<file path="src/rtl/bcd_conv_arbiter.sv">
// Round-robin arbiter that shares one binary-to-BCD converter among N_REQ
// requesters. For each grant it clamps the operand to the 4-digit range,
// fires the converter, waits for it to finish and returns the packed BCD
// result with a one-cycle response pulse to the granted requester.
//
// Handshake: a requester raises req[i] with a stable bin_in slice and holds
// it until rsp_valid[i] pulses. The result (rsp_bcd/rsp_ovf) is valid with
// that pulse and held until the next response. The converter is started by a
// one-cycle conv_trigger and is done when conv_idle returns high after
// having gone low.
module bcd_conv_arbiter #(
    parameter int N_REQ   = 4,
    parameter int BCD_MAX = 9999
) (
    input  logic                 clk,
    input  logic                 reset,
    input  logic [N_REQ-1:0]     req,
    input  logic [16*N_REQ-1:0]  bin_in,
    output logic [N_REQ-1:0]     rsp_valid,
    output logic [15:0]          rsp_bcd,
    output logic                 rsp_ovf,
    output logic                 busy,
    output logic                 conv_trigger,
    output logic [15:0]          conv_in,
    input  logic                 conv_idle,
    input  logic [15:0]          conv_bcd,
    output logic [1:0]           dbg_state
);

    localparam int PW = (N_REQ > 1) ? $clog2(N_REQ) : 1;
    localparam logic [15:0] MAX16 = 16'(BCD_MAX);

    typedef enum logic [1:0] {
        S_ARB       = 2'd0,
        S_START     = 2'd1,
        S_WAIT_BUSY = 2'd2,
        S_WAIT_DONE = 2'd3
    } state_t;

    state_t           state, state_n;
    logic [PW-1:0]    ptr, ptr_n;
    logic [PW-1:0]    owner, owner_n;
    logic             ovf, ovf_n;
    logic [15:0]      conv_in_n;
    logic             conv_trigger_n;
    logic             busy_n;
    logic [N_REQ-1:0] rsp_valid_n;
    logic [15:0]      rsp_bcd_n;
    logic             rsp_ovf_n;
    logic             found;
    int               scan;
    int               sel;
    logic [15:0]      operand;

    assign dbg_state = state;

    // Next-state, grant selection and next values of every registered output.
    always_comb begin
        state_n     = state;
        ptr_n       = ptr;
        owner_n     = owner;
        ovf_n       = ovf;
        conv_in_n   = conv_in;
        rsp_valid_n = '0;
        rsp_bcd_n   = rsp_bcd;
        rsp_ovf_n   = rsp_ovf;
        found       = 1'b0;
        scan        = 0;
        sel         = 0;
        operand     = '0;
        case (state)
            S_ARB: begin
                // Scan upward from the pointer, wrapping, first hit wins.
                for (int i = 0; i < N_REQ; i++) begin
                    scan = int'(ptr) + i;
                    if (scan >= N_REQ) scan = scan - N_REQ;
                    if (!found && req[scan]) begin
                        found = 1'b1;
                        sel   = scan;
                    end
                end
                if (found) begin
                    owner_n   = PW'(sel);
                    operand   = bin_in[16*sel +: 16];
                    ovf_n     = (operand > MAX16);
                    conv_in_n = ovf_n ? MAX16 : operand;
                    ptr_n     = (sel == N_REQ - 1) ? '0 : PW'(sel + 1);
                    state_n   = S_START;
                end
            end
            S_START: state_n = S_WAIT_BUSY;
            S_WAIT_BUSY: begin
                if (!conv_idle) state_n = S_WAIT_DONE;
            end
            S_WAIT_DONE: begin
                if (conv_idle) begin
                    rsp_bcd_n          = conv_bcd;
                    rsp_ovf_n          = ovf;
                    rsp_valid_n[owner] = 1'b1;
                    state_n            = S_ARB;
                end
            end
            default: state_n = S_ARB;
        endcase
        // Trigger is high exactly while the FSM sits in S_START.
        conv_trigger_n = (state_n == S_START);
        busy_n         = (state_n != S_ARB);
    end

    // State register and registered outputs; reset aborts any conversion.
    always_ff @(posedge clk) begin
        if (reset) begin
            state        <= S_ARB;
            ptr          <= '0;
            owner        <= '0;
            ovf          <= 1'b0;
            conv_in      <= '0;
            conv_trigger <= 1'b0;
            busy         <= 1'b0;
            rsp_valid    <= '0;
            rsp_bcd      <= '0;
            rsp_ovf      <= 1'b0;
        end else begin
            state        <= state_n;
            ptr          <= ptr_n;
            owner        <= owner_n;
            ovf          <= ovf_n;
            conv_in      <= conv_in_n;
            conv_trigger <= conv_trigger_n;
            busy         <= busy_n;
            rsp_valid    <= rsp_valid_n;
            rsp_bcd      <= rsp_bcd_n;
            rsp_ovf      <= rsp_ovf_n;
        end
    end

endmodule

</file>
<file path="config.mk">
export PLATFORM = sky130hd
export DESIGN_NAME = bcd_conv_arbiter
export DESIGN_NICKNAME = d
export VERILOG_FILES = /design/src/rtl/bcd_conv_arbiter.sv
export SDC_FILE = /design/constraint.sdc
export NUM_CORES = 1
export LEC_CHECK = 0
export CAP_MARGIN = 20
export CELL_PAD_IN_SITES_DETAIL_PLACEMENT = 0
export CELL_PAD_IN_SITES_GLOBAL_PLACEMENT = 1
export CORE_UTILIZATION = 29
export DETAILED_ROUTE_END_ITERATION = 10
export GPL_TIMING_DRIVEN = 0
export PLACE_DENSITY = 0.88
export SLEW_MARGIN = 20
export SYNTH_ARGS = -nofsm -noshare
export SYNTH_HDL_FRONTEND = slang
export SYNTH_SLANG_ARGS = --single-unit
export TNS_END_PERCENT = 1
</file>
<file path="constraint.sdc">
create_clock -name clk -period 4.21 [get_ports clk]
set_input_delay 0.842 -clock clk [delete_from_list [all_inputs] [get_ports clk]]
set_output_delay 0.842 -clock clk [all_outputs]
set_load 0.1 [all_outputs]
</file>
### Word-level counts from Yosys, hierarchy flattened

Index checks and enable logic that the tools add are counted.

* add/sub/neg operators: 8
* order comparisons: 11
* equality and inequality tests: 5
* shift-type cells: 1
* muxes and demuxes: 41
* bitwise operators: 2
* reductions and logical operators: 12

Operators by type and width (count)
* $mux W32: 13
* $lt A32 B4 Y1 const B: 4
* $shiftx A64 B32 Y16: 1
* $eq A32 B3 Y1 const B: 1
* $mux W1: 17
* $gt A16 B14 Y1 const B: 1
* $mux W16: 1
* $sub A3 B3 Y4 const B: 3
* $ge A3 B3 Y1 const B: 3
* $bmux W1 S2: 4
* $mux W2: 4
* $pmux W2 S4: 1
* $add A2 B2 Y3 const B: 2
* $eq A2 B1 Y1 const B: 2
* $eq A2 B2 Y1 const B: 2
* $logic_and A1 B1 Y1: 4
* $reduce_and A2 Y1: 2
* $sub A2 B3 Y4 const B: 1
* $add A2 B1 Y3 const B: 1
* $ge A2 B3 Y1 const B: 1
* $logic_not A1 Y1: 3
* $lt A2 B3 Y1 const B: 1
* $reduce_or A3 Y1: 1
* $add A2 B2 Y2 const B: 1
* other kinds (5): 6

* register bits after elaboration: 46
* input port bits: 87
* logic and storage cells: 90

### Longest topological paths before layout

Gate-level depths: netlist of the first run.

* depth after elaboration: 23
* depth in mapped cells: 14
* gate-level depth less buffers: 10

### Least setup slack after synthesis of the first run

Ideal clock, no wire load.

* path kind: register -> register
* from: register ptr[0]
* to: register conv_in[5]
* library setup time: 119 ps
* data arrival time: 2919 ps
* required time: 4091 ps
* setup slack: 1173 ps
* stages on the path, launching flop included: 13
* path buffers: 3
* period minus slack after synthesis: 3037 ps
* cell sequence: dfxtp_1 -> buf_4 -> inv_2 -> ha_1 -> buf_6 -> mux4_2 -> nor2b_1 -> o21ai_2 -> o21ai_2 -> buf_6 -> mux4_2 -> and2_1 -> a32o_1

* word-level cells in the longest chain between the ends: 23
* elaborated cells between the ends (all ways): 54

RTL lines
* start, declared: RTL line 41 `logic [PW-1:0] ptr, ptr_n;`
* start signal, assigned: RTL line 125 `ptr <= ptr_n;`
* $sub A2 B3 Y4 / $ge A2 B3 Y1 (equally long branches): RTL line 76 `if (scan >= N_REQ) scan = scan - N_REQ;`
* $mux W32: RTL line 76
* $mux W32: RTL line 71 `case (state)`
* $bmux W1 S2: RTL line 77 `if (!found && req[scan]) begin`
* $mux W1 (implied by the code) (2 in a row): RTL line 77
* $mux W1: RTL line 77
* $mux W1: RTL line 71
* $logic_not A1 Y1: RTL line 77
* [6 not listed]
* $mux W1: RTL line 71
* $logic_not A1 Y1: RTL line 77
* $logic_and A1 B1 Y1: RTL line 77
* $mux W32: RTL line 77
* $mux W32: RTL line 71
* $shiftx A64 B32 Y16: RTL line 84 `operand = bin_in[16*sel +: 16];`
* $gt A16 B14 Y1: RTL line 85 `ovf_n = (operand > MAX16);`
* $mux W16: RTL line 86 `conv_in_n = ovf_n ? MAX16 : operand;`
* end signal, assigned: RTL line 128 `conv_in <= conv_in_n;`
* end, declared: RTL line 24 `output logic [15:0] conv_in,`

Parallel ways exist; a longest one is shown, timed or not. The select of a mux whose other input is x is not followed.
A chain may end at the register's enable or synchronous reset.

### Final worst setup path of the first run

* from: register ptr[0]
* to: register conv_in[8]

Same word-level chain as after synthesis.

==> results of run 1 <==
[power groups by stage]
stage	logic [mW]	registers, mW	clock network, mW
floorplan	0.809	0.930	0
global placement	1.51	0.566	0
detailed placement	1.53	0.569	0
CTS	1.54	0.560	0.299
global route	1.62	0.571	0.316
finish	1.53	0.559	0.290
[state kept, by name, summed over array words and instances (netlist names)]
| signal | cells |
|---|---|
| busy | 1 |
| ptr | 2 |
| conv_trigger | 1 |
| owner | 2 |
| ovf | 1 |
| conv_in | 16 |
| rsp_ovf | 1 |
| rsp_valid | 4 |
| rsp_bcd | 16 |
| dbg_state | 2 |
[layout by cell type (no fill, tap or decap), types with 5 or more instances in the layout]
master / instances
sky130_fd_sc_hd__clkdlybuf4s50_1: 124
sky130_fd_sc_hd__dfxtp_1: 46
sky130_fd_sc_hd__nor2_1: 20
sky130_fd_sc_hd__a22o_1: 17
sky130_fd_sc_hd__mux4_2: 15
sky130_fd_sc_hd__nand2_1: 13
sky130_fd_sc_hd__o21ai_0: 10
sky130_fd_sc_hd__mux2i_1: 9
sky130_fd_sc_hd__a31oi_1: 8
sky130_fd_sc_hd__clkbuf_1: 7
sky130_fd_sc_hd__and2_1: 7
sky130_fd_sc_hd__buf_2: 6
sky130_fd_sc_hd__ha_1: 6
sky130_fd_sc_hd__clkbuf_8: 6
sky130_fd_sc_hd__a32o_1: 5
[per-layer routing]
layer / up-vias / part of all wire [%]
met3: 11 / 7.2
met1: 1122 / 43
met4: 0 / 1.8
li1: 1169 / -
met5: - / 0
met2: 118 / 48
[critical path, delay by kind of cell (launching register included)]
kind	cells	cell delay, ns
AO/OA/AOI/OAI	3	0.36
adder cells (fa/ha/maj)	1	0.31
buffers and inverters	5	0.93
flip-flops	1	0.53
multiplexers	2	0.91
AND/OR/NAND/NOR	2	0.26
[per-stage QoR]
step,util [%],std cells
finish,47.9,472
global route,47.9,472
CTS,47.9,472
detailed placement,46.7,464
global placement,46.7,464
floorplan,-,235
[final cells by class]
class                      instances  area share [%]
clock inverter                     2           0.409
tap                              105            3.31
buffer                            19            2.77
inverter                           5           0.472
clock buffer                       6            2.08
multi-input combinational        165            36.6
timing repair buffer             124            31.2
sequential                        46            23.2
[cell families (layout without fill, tap and decap cells)]
family	count (synthesis)	in the layout	share of synthesized area (%)
mux	31	31	21.4
simple gates	65	65	13.6
compound gates	63	63	20.0
flops	46	46	36.8
fa+ha+maj	6	6	3.00
buf+inv	24	156	5.15
[final timing paths]
kind               startpoint          end  slack, ns  depth (start not counted)
hold reg to reg   conv_in[13]  conv_in[13]       0.45                          2
setup reg to reg       ptr[0]   conv_in[8]       0.77                         13
setup / recovery       ptr[0]   conv_in[8]       0.77                         13
hold / removal    conv_in[13]  conv_in[13]       0.45                          2
==> results.sh, run 1 <==
export IMPL_number_of_flops_mapped_to_enable_cells_by_yosys=0
export IMPL_drt_initial_drc_count=80
export IMPL_grt_setup_unrepaired="false"
export IMPL_sw_frac_of_total_pct=46.7
export IMPL_endpoint_kind="flip-flop"
export IMPL_setup_worst_path_class="flip-flop to flip-flop"
export IMPL_numPortBuffers=124
export IMPL_clock_latency_ns=0.30
export IMPL_syn_avg_cell_area_um2=10.6
export IMPL_outcome="finished, final reports clean"
export IMPL_drcViolationCount=0
export IMPL_power_density_mw_per_mm2=598
export IMPL_ctsResizeCount=0
export IMPL_ys_seq_area_share_pct=36.8
export IMPL_grt_util_all_layers_pct=16.4
export IMPL_placed_area_mm2=0.00387
export IMPL_crit_path_start_kind="flip-flop"
export IMPL_grtUsageMet2_pct=28.0
export IMPL_worst_path_largest_cell_delay_ns=0.54
export IMPL_n_antenna_cell=0
export IMPL_synth_top_cells_by_count="46 x sky130_fd_sc_hd__dfxtp_1, 20 x sky130_fd_sc_hd__nor2_1, 17 x sky130_fd_sc_hd__a22o_1"
export IMPL_root_buffer="sky130_fd_sc_hd__clkbuf_8"
export IMPL_io_pins=128
export IMPL_synth_cells=235
export IMPL_worst_ir_drop_vdd_mv=0.300
export IMPL_cap_viol_max_count=0
export IMPL_worst_ep_arrival_time_ns=3.61
export IMPL_crit_path_cell_trace="buf_4 -> inv_2 -> ha_1 -> buf_6 -> mux4_2 -> nor2b_1 -> o21ai_2 -> o21ai_2 -> buf_6 -> buf_4 -> mux4_2 -> nand2_1 -> a31oi_1"
export IMPL_clock_power_share_pct=12.2
export IMPL_synth_to_final_area_change_pct=58.8
export IMPL_preCtsSetupSlack_ns=0.567
export IMPL_total_negative_setup_slack_ns=0
export IMPL_post_synth_arst_share_pct=0
export IMPL_finalInstanceArea_mm2=0.00397
export IMPL_tightestPinTransition_ns=1.02
export IMPL_die_h_um=94.9
export IMPL_cts_hold_fix_buffers=0
export IMPL_max_slew_margin_pct=32.0
export IMPL_drt_wirelength_per_cell_um=15.7
export IMPL_post_route_cells_drive_above_1_share_pct=14.4
export IMPL_register_area_um2=921
export IMPL_drv_slew=0
export IMPL_final_hold_violation_count=0
export IMPL_timing_final_setup_violations=0
export IMPL_yosys_warnings=0
export IMPL_layout_worst_path_cycle_share_pct=81.7
export IMPL_finalWeightedCongestion=0.806
export IMPL_timing_final_crit_period_ns=3.44
export IMPL_holdWs_ns=0.451
export IMPL_synth_top_flop_cell="sky130_fd_sc_hd__dfxtp_1"
export IMPL_wirelength_mm=7.39
export IMPL_clock_skew_final_ns=0.00622
export IMPL_netlist_cell_type_count=54
export IMPL_achievable_frequency_ghz=0.291
export IMPL_cts_tree="yes"
export IMPL_cp_max_fo=10
export IMPL_area_share_of_the_leading_cell_type_in_the_synthesized_netlist_pct=36.8
export IMPL_antenna_found_initial=0
export IMPL_nNetsFinal=459
export IMPL_number_of_global_route_vias_before_repair=2397
export IMPL_numClockSinks=46
export IMPL_die_area_mm2=0.00900
export IMPL_yosys_register_bits=46
export IMPL_synth_top_cells_by_area="sky130_fd_sc_hd__dfxtp_1 37%, sky130_fd_sc_hd__mux4_2 14%, sky130_fd_sc_hd__a22o_1 5.9%, sky130_fd_sc_hd__mux2i_1 3.6%, sky130_fd_sc_hd__ha_1 3.0%"
export IMPL_hold_path_class="flip-flop to flip-flop"
export IMPL_synth_fp_nets=328
export IMPL_drt_pre_antenna_iters=4
export IMPL_detail_route_vias_per_cell=5.13
export IMPL_detailroute_via_count=2420
export IMPL_busiest_layer="met2"
export IMPL_antenna_left=0
export IMPL_n_fill_cell=777
export IMPL_cts_clk_slew_worst_paths_ns=0.09
export IMPL_h_tree_depth=2
export IMPL_met1_global_route_usage_pct=19.9
export IMPL_power_leakage_nw=1.49
export IMPL_synth_most_common_cell="sky130_fd_sc_hd__dfxtp_1"
export IMPL_core_mm2=0.00830
export IMPL_grt_first_pass_wirelength_mm=11.5
export IMPL_max_clock_path_buffers=2
export IMPL_post_cts_buffers=0
export IMPL_cts_buffers=5
export IMPL_required_ns=4.38
export IMPL_post_synth_instance_area_mm2=0.00250
export IMPL_yosys_area_top_type="sky130_fd_sc_hd__dfxtp_1"
export IMPL_power_net_switching_mw=1.11
export IMPL_p_total_mw=2.37
export IMPL_combPwrFrac_pct=64.3
export IMPL_dpl_hpwl_mm=5.78
export IMPL_grt_max_degree=16
export IMPL_pwr_share_seq_pct=23.5
export IMPL_grt_overflow_total=0
export IMPL_initial_core_utilization_pct=30.2
export IMPL_grt_util_met3_pct=4.03
export IMPL_multi_input_area_mm2=0.00145
export IMPL_cpMaxStageDelayCell="sky130_fd_sc_hd__mux4_2"
export IMPL_finalWorstSetupSlack_ns=0.770
export IMPL_p_int_mw=1.27
export IMPL_placement_rows=33
export IMPL_die_width_um=94.9
Power figures use the tool's default switching activity.
==> run 2: changes to the inputs <==
CORE_UTILIZATION = 26   (was 29)
PLACE_DENSITY = 0.84   (was 0.88)
clock period = 3 ns   (was 4.21 ns; I/O delays follow)
==> run 2 against run 1 <==
- routed wire length is essentially flat
- count of clock-buffer cells in the layout is the same
- utilization shrank 3.3 points
- hold slack lost 0.0021 ns
- die area grew 11%
- largest cell class unchanged
==> results.sh, run 2 (synthesized netlist as in run 1, its figures left out) <==
export IMPL_core_mm2=0.00928
export IMPL_final_hold_violation_count=0
export IMPL_drt_initial_drc_count=46
export IMPL_clock_latency_ns=0.29
export IMPL_die_width_um=100
export IMPL_drcViolationCount=0
export IMPL_grt_setup_unrepaired="true"
export IMPL_grt_max_degree=15
export IMPL_io_pins=128
export IMPL_endpoint_kind="flip-flop"
export IMPL_stdcell_count=500
export IMPL_setup_worst_path_class="input pin to flip-flop"
export IMPL_grt_overflow_total=0
export IMPL_post_route_cells_drive_above_1_share_pct=18.3
export IMPL_cts_tree="yes"
export IMPL_number_of_global_route_vias_before_repair=2520
export IMPL_min_delay_worst_endpoint="conv_in[13]"
export IMPL_final_cell_mix="124 x sky130_fd_sc_hd__clkdlybuf4s50_1, 44 x sky130_fd_sc_hd__dfxtp_1, 19 x sky130_fd_sc_hd__nor2_1"
export IMPL_cts_clk_slew_worst_paths_ns=0.09
export IMPL_worst_path_most_repeated_cell="sky130_fd_sc_hd__o21ai_2"
export IMPL_total_negative_setup_slack_ns=0
export IMPL_critical_path_cell_count=10
export IMPL_n_fill_cell=896
export IMPL_antenna_left=0
export IMPL_power_leakage_nw=1.55
export IMPL_hold_path_class="flip-flop to flip-flop"
export IMPL_nNetsFinal=463
export IMPL_worst_path_largest_cell_delay_ns=0.55
export IMPL_placement_rows=35
export IMPL_initial_core_utilization_pct=27.0
export IMPL_grt_util_all_layers_pct=14.8
export IMPL_finalWeightedCongestion=0.863
export IMPL_dpl_hpwl_mm=5.76
export IMPL_synth_to_final_area_change_pct=65.5
export IMPL_final_core_util_pct=44.6
export IMPL_timing_critical_path_buf_inv=3
export IMPL_worst_path_dominant_cell_family="multiplexers"
export IMPL_worst_ir_drop_vdd_mv=0.566
export IMPL_wirelength_mm=7.39
export IMPL_largest_registers="conv_in (16), rsp_bcd (16), rsp_valid (4)"
export IMPL_detailroute_via_count=2418
export IMPL_n_antenna_cell=0
export IMPL_cts_hold_fix_buffers=0
export IMPL_grt_util_met3_pct=3.13
export IMPL_numPortBuffers=124
export IMPL_timing_reg2reg_setup_slack_ns=0.03
export IMPL_timing_final_setup_violations=0
export IMPL_dpl_cell_count=488
export IMPL_required_ns=3.19
export IMPL_cp_max_fo=10
export IMPL_tightestPinTransition_ns=1.01
export IMPL_max_slew_margin_pct=32.5
export IMPL_cpMaxStageDelayCell="sky130_fd_sc_hd__mux4_1"
export IMPL_worstHoldPathCells=2
export IMPL_holdWs_ns=0.449
export IMPL_layout_worst_path_cycle_share_pct=99.2
export IMPL_met1_global_route_usage_pct=17.5
export IMPL_timing_final_crit_period_ns=2.97
export IMPL_outcome="finished, final reports clean"
export IMPL_root_buffer="sky130_fd_sc_hd__clkbuf_8"
export IMPL_power_density_mw_per_mm2=855
export IMPL_antenna_found_initial=0
export IMPL_busiest_layer="met2"
export IMPL_grt_first_pass_wirelength_mm=11.9
export IMPL_clock_skew_final_ns=0.0114
export IMPL_crit_path_cell_trace="clkdlybuf4s50_1 -> buf_2 -> mux4_2 -> nor2b_2 -> o21ai_2 -> o21ai_2 -> buf_4 -> mux4_1 -> and2_1 -> a32o_1"
export IMPL_register_area_um2=928
export IMPL_timing_rr_start="ptr[1]"
export IMPL_numClockSinks=46
export IMPL_cap_viol_max_count=0
export IMPL_die_area_mm2=0.0100
export IMPL_final_common_cell="sky130_fd_sc_hd__clkdlybuf4s50_1"
export IMPL_detail_route_vias_per_cell=4.84
export IMPL_h_tree_depth=2
export IMPL_p_total_mw=3.54
export IMPL_drv_slew=0
export IMPL_max_clock_path_buffers=2
export IMPL_multi_input_area_mm2=0.00153
export IMPL_min_from="conv_in[13]"
export IMPL_die_h_um=100
export IMPL_worst_r2r_endpoint="conv_in[4]"
export IMPL_cts_buffers=5
export IMPL_worst_ep_arrival_time_ns=3.17
export IMPL_drt_wirelength_per_cell_um=14.8
export IMPL_crit_path_start_kind="input pin"
export IMPL_depth_of_the_most_critical_reg_to_reg_path=12
export IMPL_achievable_frequency_ghz=0.336
export IMPL_grtUsageMet2_pct=27.0
export IMPL_drt_pre_antenna_iters=6
run 2: power by group:
group | leakage, nW | internal [mW] | switching, mW
registers | 0.377 | 0.717 | 0.0702
clock network | 0.0452 | 0.165 | 0.202
logic | 1.12 | 1.04 | 1.35
total | 1.55 | 1.92 | 1.62
run 2: how the worst max path moves through the flow:
stage,startpoint,endpoint
6_report,req[3],conv_in[4]
5_1_grt,req[3],conv_in[11]
4_1_cts,ptr[1],conv_in[4]
3_5_place_dp,req[3],conv_in[2]
3_3_place_gp,req[3],conv_in[2]
2_1_floorplan,ptr[0],conv_in[5]
run 2: layout make-up:
cell class / instances / area share (%)
multi-input combinational: 165 / 36.8
sequential: 46 / 22.4
buffer: 19 / 3.56
clock buffer: 6 / 1.75
inverter: 5 / 0.514
clock inverter: 2 / 0.332
tap: 129 / 3.90
timing repair buffer: 128 / 30.7
run 2: through the flow:
stage / worst slack [ns] / cell area (um^2)
after floorplan: 0.0582 / 2500
after global placement: -0.358 / 3910
after detailed placement: -0.383 / 3910
after CTS: -0.0543 / 4080
after global routing: -0.0585 / 4140
final: 0.0250 / 4140
run 2: timing repair:
item	in CTS	in global routing
buffers inserted	2	1
setup endpoints to repair	20	17
cloned	1	0
pin swaps	1	2
resized for setup	14	14
run 2: tightest hold or removal path, stage by stage (launching register included):
cell,delay [ns]
sky130_fd_sc_hd__dfxtp_1,0.32
sky130_fd_sc_hd__nand2_1,0.05
sky130_fd_sc_hd__nand2_1,0.04
run 2: per-layer routing:
layer  vias to the layer above  part of all wire (%)
li1                       1174                     -
met1                      1148                    43
met2                        94                    50
met3                         2                   6.0
met4                         0                  0.23
met5                         -                     0
==> run 3: changes to the inputs <==
TNS_END_PERCENT = default   (was 1)
==> run 3 against run 2 <==
- power rose by 4.4%
- combinational power is 6% higher
- worst setup slack gained 0.026 ns
- register-to-register slack better by 0.05 ns
- routed wire length grew 3.5%
- first-iteration DRC count grew 13%
- utilization up 1.1 points
- hold slack better by 0.0018 ns
- via count is 2.2% higher
- critical path type unchanged
- sequential cell count unchanged
- count of clock-buffer cells in the layout stayed put
==> results.sh, run 3 (synthesized netlist as in run 1, its figures left out) <==
export IMPL_post_route_cells_drive_above_1_share_pct=20.4
export IMPL_finalInstanceArea_mm2=0.00424
export IMPL_detailroute_via_count=2472
export IMPL_placed_area_mm2=0.00391
export IMPL_core_mm2=0.00928
export IMPL_final_hold_violation_count=0
export IMPL_numPortBuffers=124
export IMPL_die_h_um=100
export IMPL_outcome="finished, final reports clean"
export IMPL_holdWs_ns=0.451
export IMPL_max_clock_path_buffers=2
export IMPL_power_net_switching_mw=1.67
export IMPL_worst_ir_drop_vdd_mv=0.562
export IMPL_largest_registers="conv_in (16), rsp_bcd (16), rsp_valid (4)"
export IMPL_cts_buffers=5
export IMPL_final_cell_mix="124 x sky130_fd_sc_hd__clkdlybuf4s50_1, 44 x sky130_fd_sc_hd__dfxtp_1, 20 x sky130_fd_sc_hd__nor2_1"
export IMPL_die_area_mm2=0.0100
export IMPL_max_slew_margin_pct=32.5
export IMPL_grt_max_degree=15
export IMPL_grt_util_all_layers_pct=14.9
export IMPL_p_int_mw=2.03
export IMPL_sw_frac_of_total_pct=45.2
export IMPL_dpl_hpwl_mm=5.76
export IMPL_drcViolationCount=0
export IMPL_drt_initial_drc_count=52
export IMPL_clock_power_share_pct=10.0
export IMPL_pwr_share_seq_pct=21.4
export IMPL_multi_input_area_mm2=0.00153
export IMPL_h_tree_depth=2
export IMPL_nNetsFinal=475
export IMPL_total_negative_setup_slack_ns=0
export IMPL_tightestPinTransition_ns=1.01
export IMPL_grt_overflow_total=0
export IMPL_worst_ep_arrival_time_ns=3.15
export IMPL_finalWeightedCongestion=0.863
export IMPL_required_ns=3.20
export IMPL_root_buffer="sky130_fd_sc_hd__clkbuf_8"
export IMPL_detail_route_vias_per_cell=4.83
export IMPL_drt_pre_antenna_iters=4
export IMPL_setup_worst_path_class="input pin to flip-flop"
export IMPL_antenna_left=0
export IMPL_drt_wirelength_per_cell_um=15.0
export IMPL_placement_rows=35
export IMPL_preCtsSetupSlack_ns=-0.383
export IMPL_clock_latency_ns=0.29
export IMPL_synth_to_final_area_change_pct=69.4
export IMPL_cts_tree="yes"
export IMPL_cts_hold_fix_buffers=0
export IMPL_finalWorstSetupSlack_ns=0.0513
export IMPL_cts_clk_slew_worst_paths_ns=0.09
export IMPL_drv_slew=0
export IMPL_die_width_um=100
export IMPL_wirelength_mm=7.66
export IMPL_combPwrFrac_pct=68.6
export IMPL_endpoint_kind="flip-flop"
export IMPL_numClockSinks=46
export IMPL_power_leakage_nw=1.61
export IMPL_timing_final_setup_violations=0
export IMPL_achievable_frequency_ghz=0.339
export IMPL_layout_worst_path_cycle_share_pct=98.3
export IMPL_antenna_found_initial=0
export IMPL_power_density_mw_per_mm2=872
export IMPL_final_common_cell="sky130_fd_sc_hd__clkdlybuf4s50_1"
export IMPL_io_pins=128
export IMPL_initial_core_utilization_pct=27.0
export IMPL_n_antenna_cell=0
export IMPL_timing_final_crit_period_ns=2.95
export IMPL_clock_skew_final_ns=0.0119
export IMPL_cp_max_fo=10
export IMPL_crit_path_start_kind="input pin"
export IMPL_register_area_um2=926
export IMPL_n_fill_cell=884
export IMPL_cap_viol_max_count=0
export IMPL_grt_first_pass_wirelength_mm=11.9
export IMPL_number_of_global_route_vias_before_repair=2515
export IMPL_final_core_util_pct=45.7
export IMPL_hold_path_class="flip-flop to flip-flop"
==> run 3: metal layers <==
metal / GRT usage [%] / up-vias / part of all wire (%)
met5: 0 / - / 0
met4: 4.46 / 0 / 0.63
met3: 3.13 / 4 / 5.7
met2: 27.1 / 93 / 51
met1: 17.5 / 1176 / 43
li1: - / 1199 / -
==> run 3: power groups by stage <==
stage,sequential [mW],combinational (mW),clock (mW)
finish,0.791,2.54,0.370
global route,0.805,2.69,0.415
global placement,0.800,2.13,0
floorplan,1.31,1.14,0
detailed placement,0.802,2.15,0
CTS,0.778,2.31,0.381
==> run 3: stage by stage <==
step | cells | power [mW]
2_1_floorplan | 235 | 2.44
3_3_place_gp | 488 | 2.93
3_5_place_dp | 488 | 2.95
4_1_cts | 501 | 3.47
5_1_grt | 512 | 3.91
6_report | 512 | 3.70
==> run 3: layout make-up <==
type	instances	area share [%]
Multi-Input combinational cell	165	36.2
Inverter	5	0.443
Clock inverter	2	0.325
Sequential cell	46	21.8
Tap cell	129	3.81
Buffer	18	3.19
Timing Repair Buffer	141	32.5
Clock buffer	6	1.71
==> run 3: path summary, 6_finish.rpt <==
kind,from,to,slack (ns),cells past startpoint
max,req[3],conv_in[4],0.05,10
min,conv_in[13],conv_in[13],0.45,2
max reg2reg,ptr[1],conv_in[4],0.08,12
min reg2reg,conv_in[13],conv_in[13],0.45,2
==> run 3: repair_timing <==
action | CTS | global route
cloned | 1 | 1
setup buffers | 4 | 11
endpoints found under the hold margin | 0 | 0
resized for setup | 13 | 13
pin swaps | 1 | 4
setup endpoints to repair | 20 | 17
==> run 3: worst max-delay path, stage by stage <==
cell and delay, ns:
sky130_fd_sc_hd__clkdlybuf4s50_1 0.46, sky130_fd_sc_hd__buf_6 0.16, sky130_fd_sc_hd__mux4_2 0.50, sky130_fd_sc_hd__nor2b_2 0.14, sky130_fd_sc_hd__o21ai_2 0.06, sky130_fd_sc_hd__o21ai_2 0.09, sky130_fd_sc_hd__buf_4 0.15, sky130_fd_sc_hd__mux4_1 0.55
sky130_fd_sc_hd__and2_1 0.18, sky130_fd_sc_hd__a32o_1 0.24
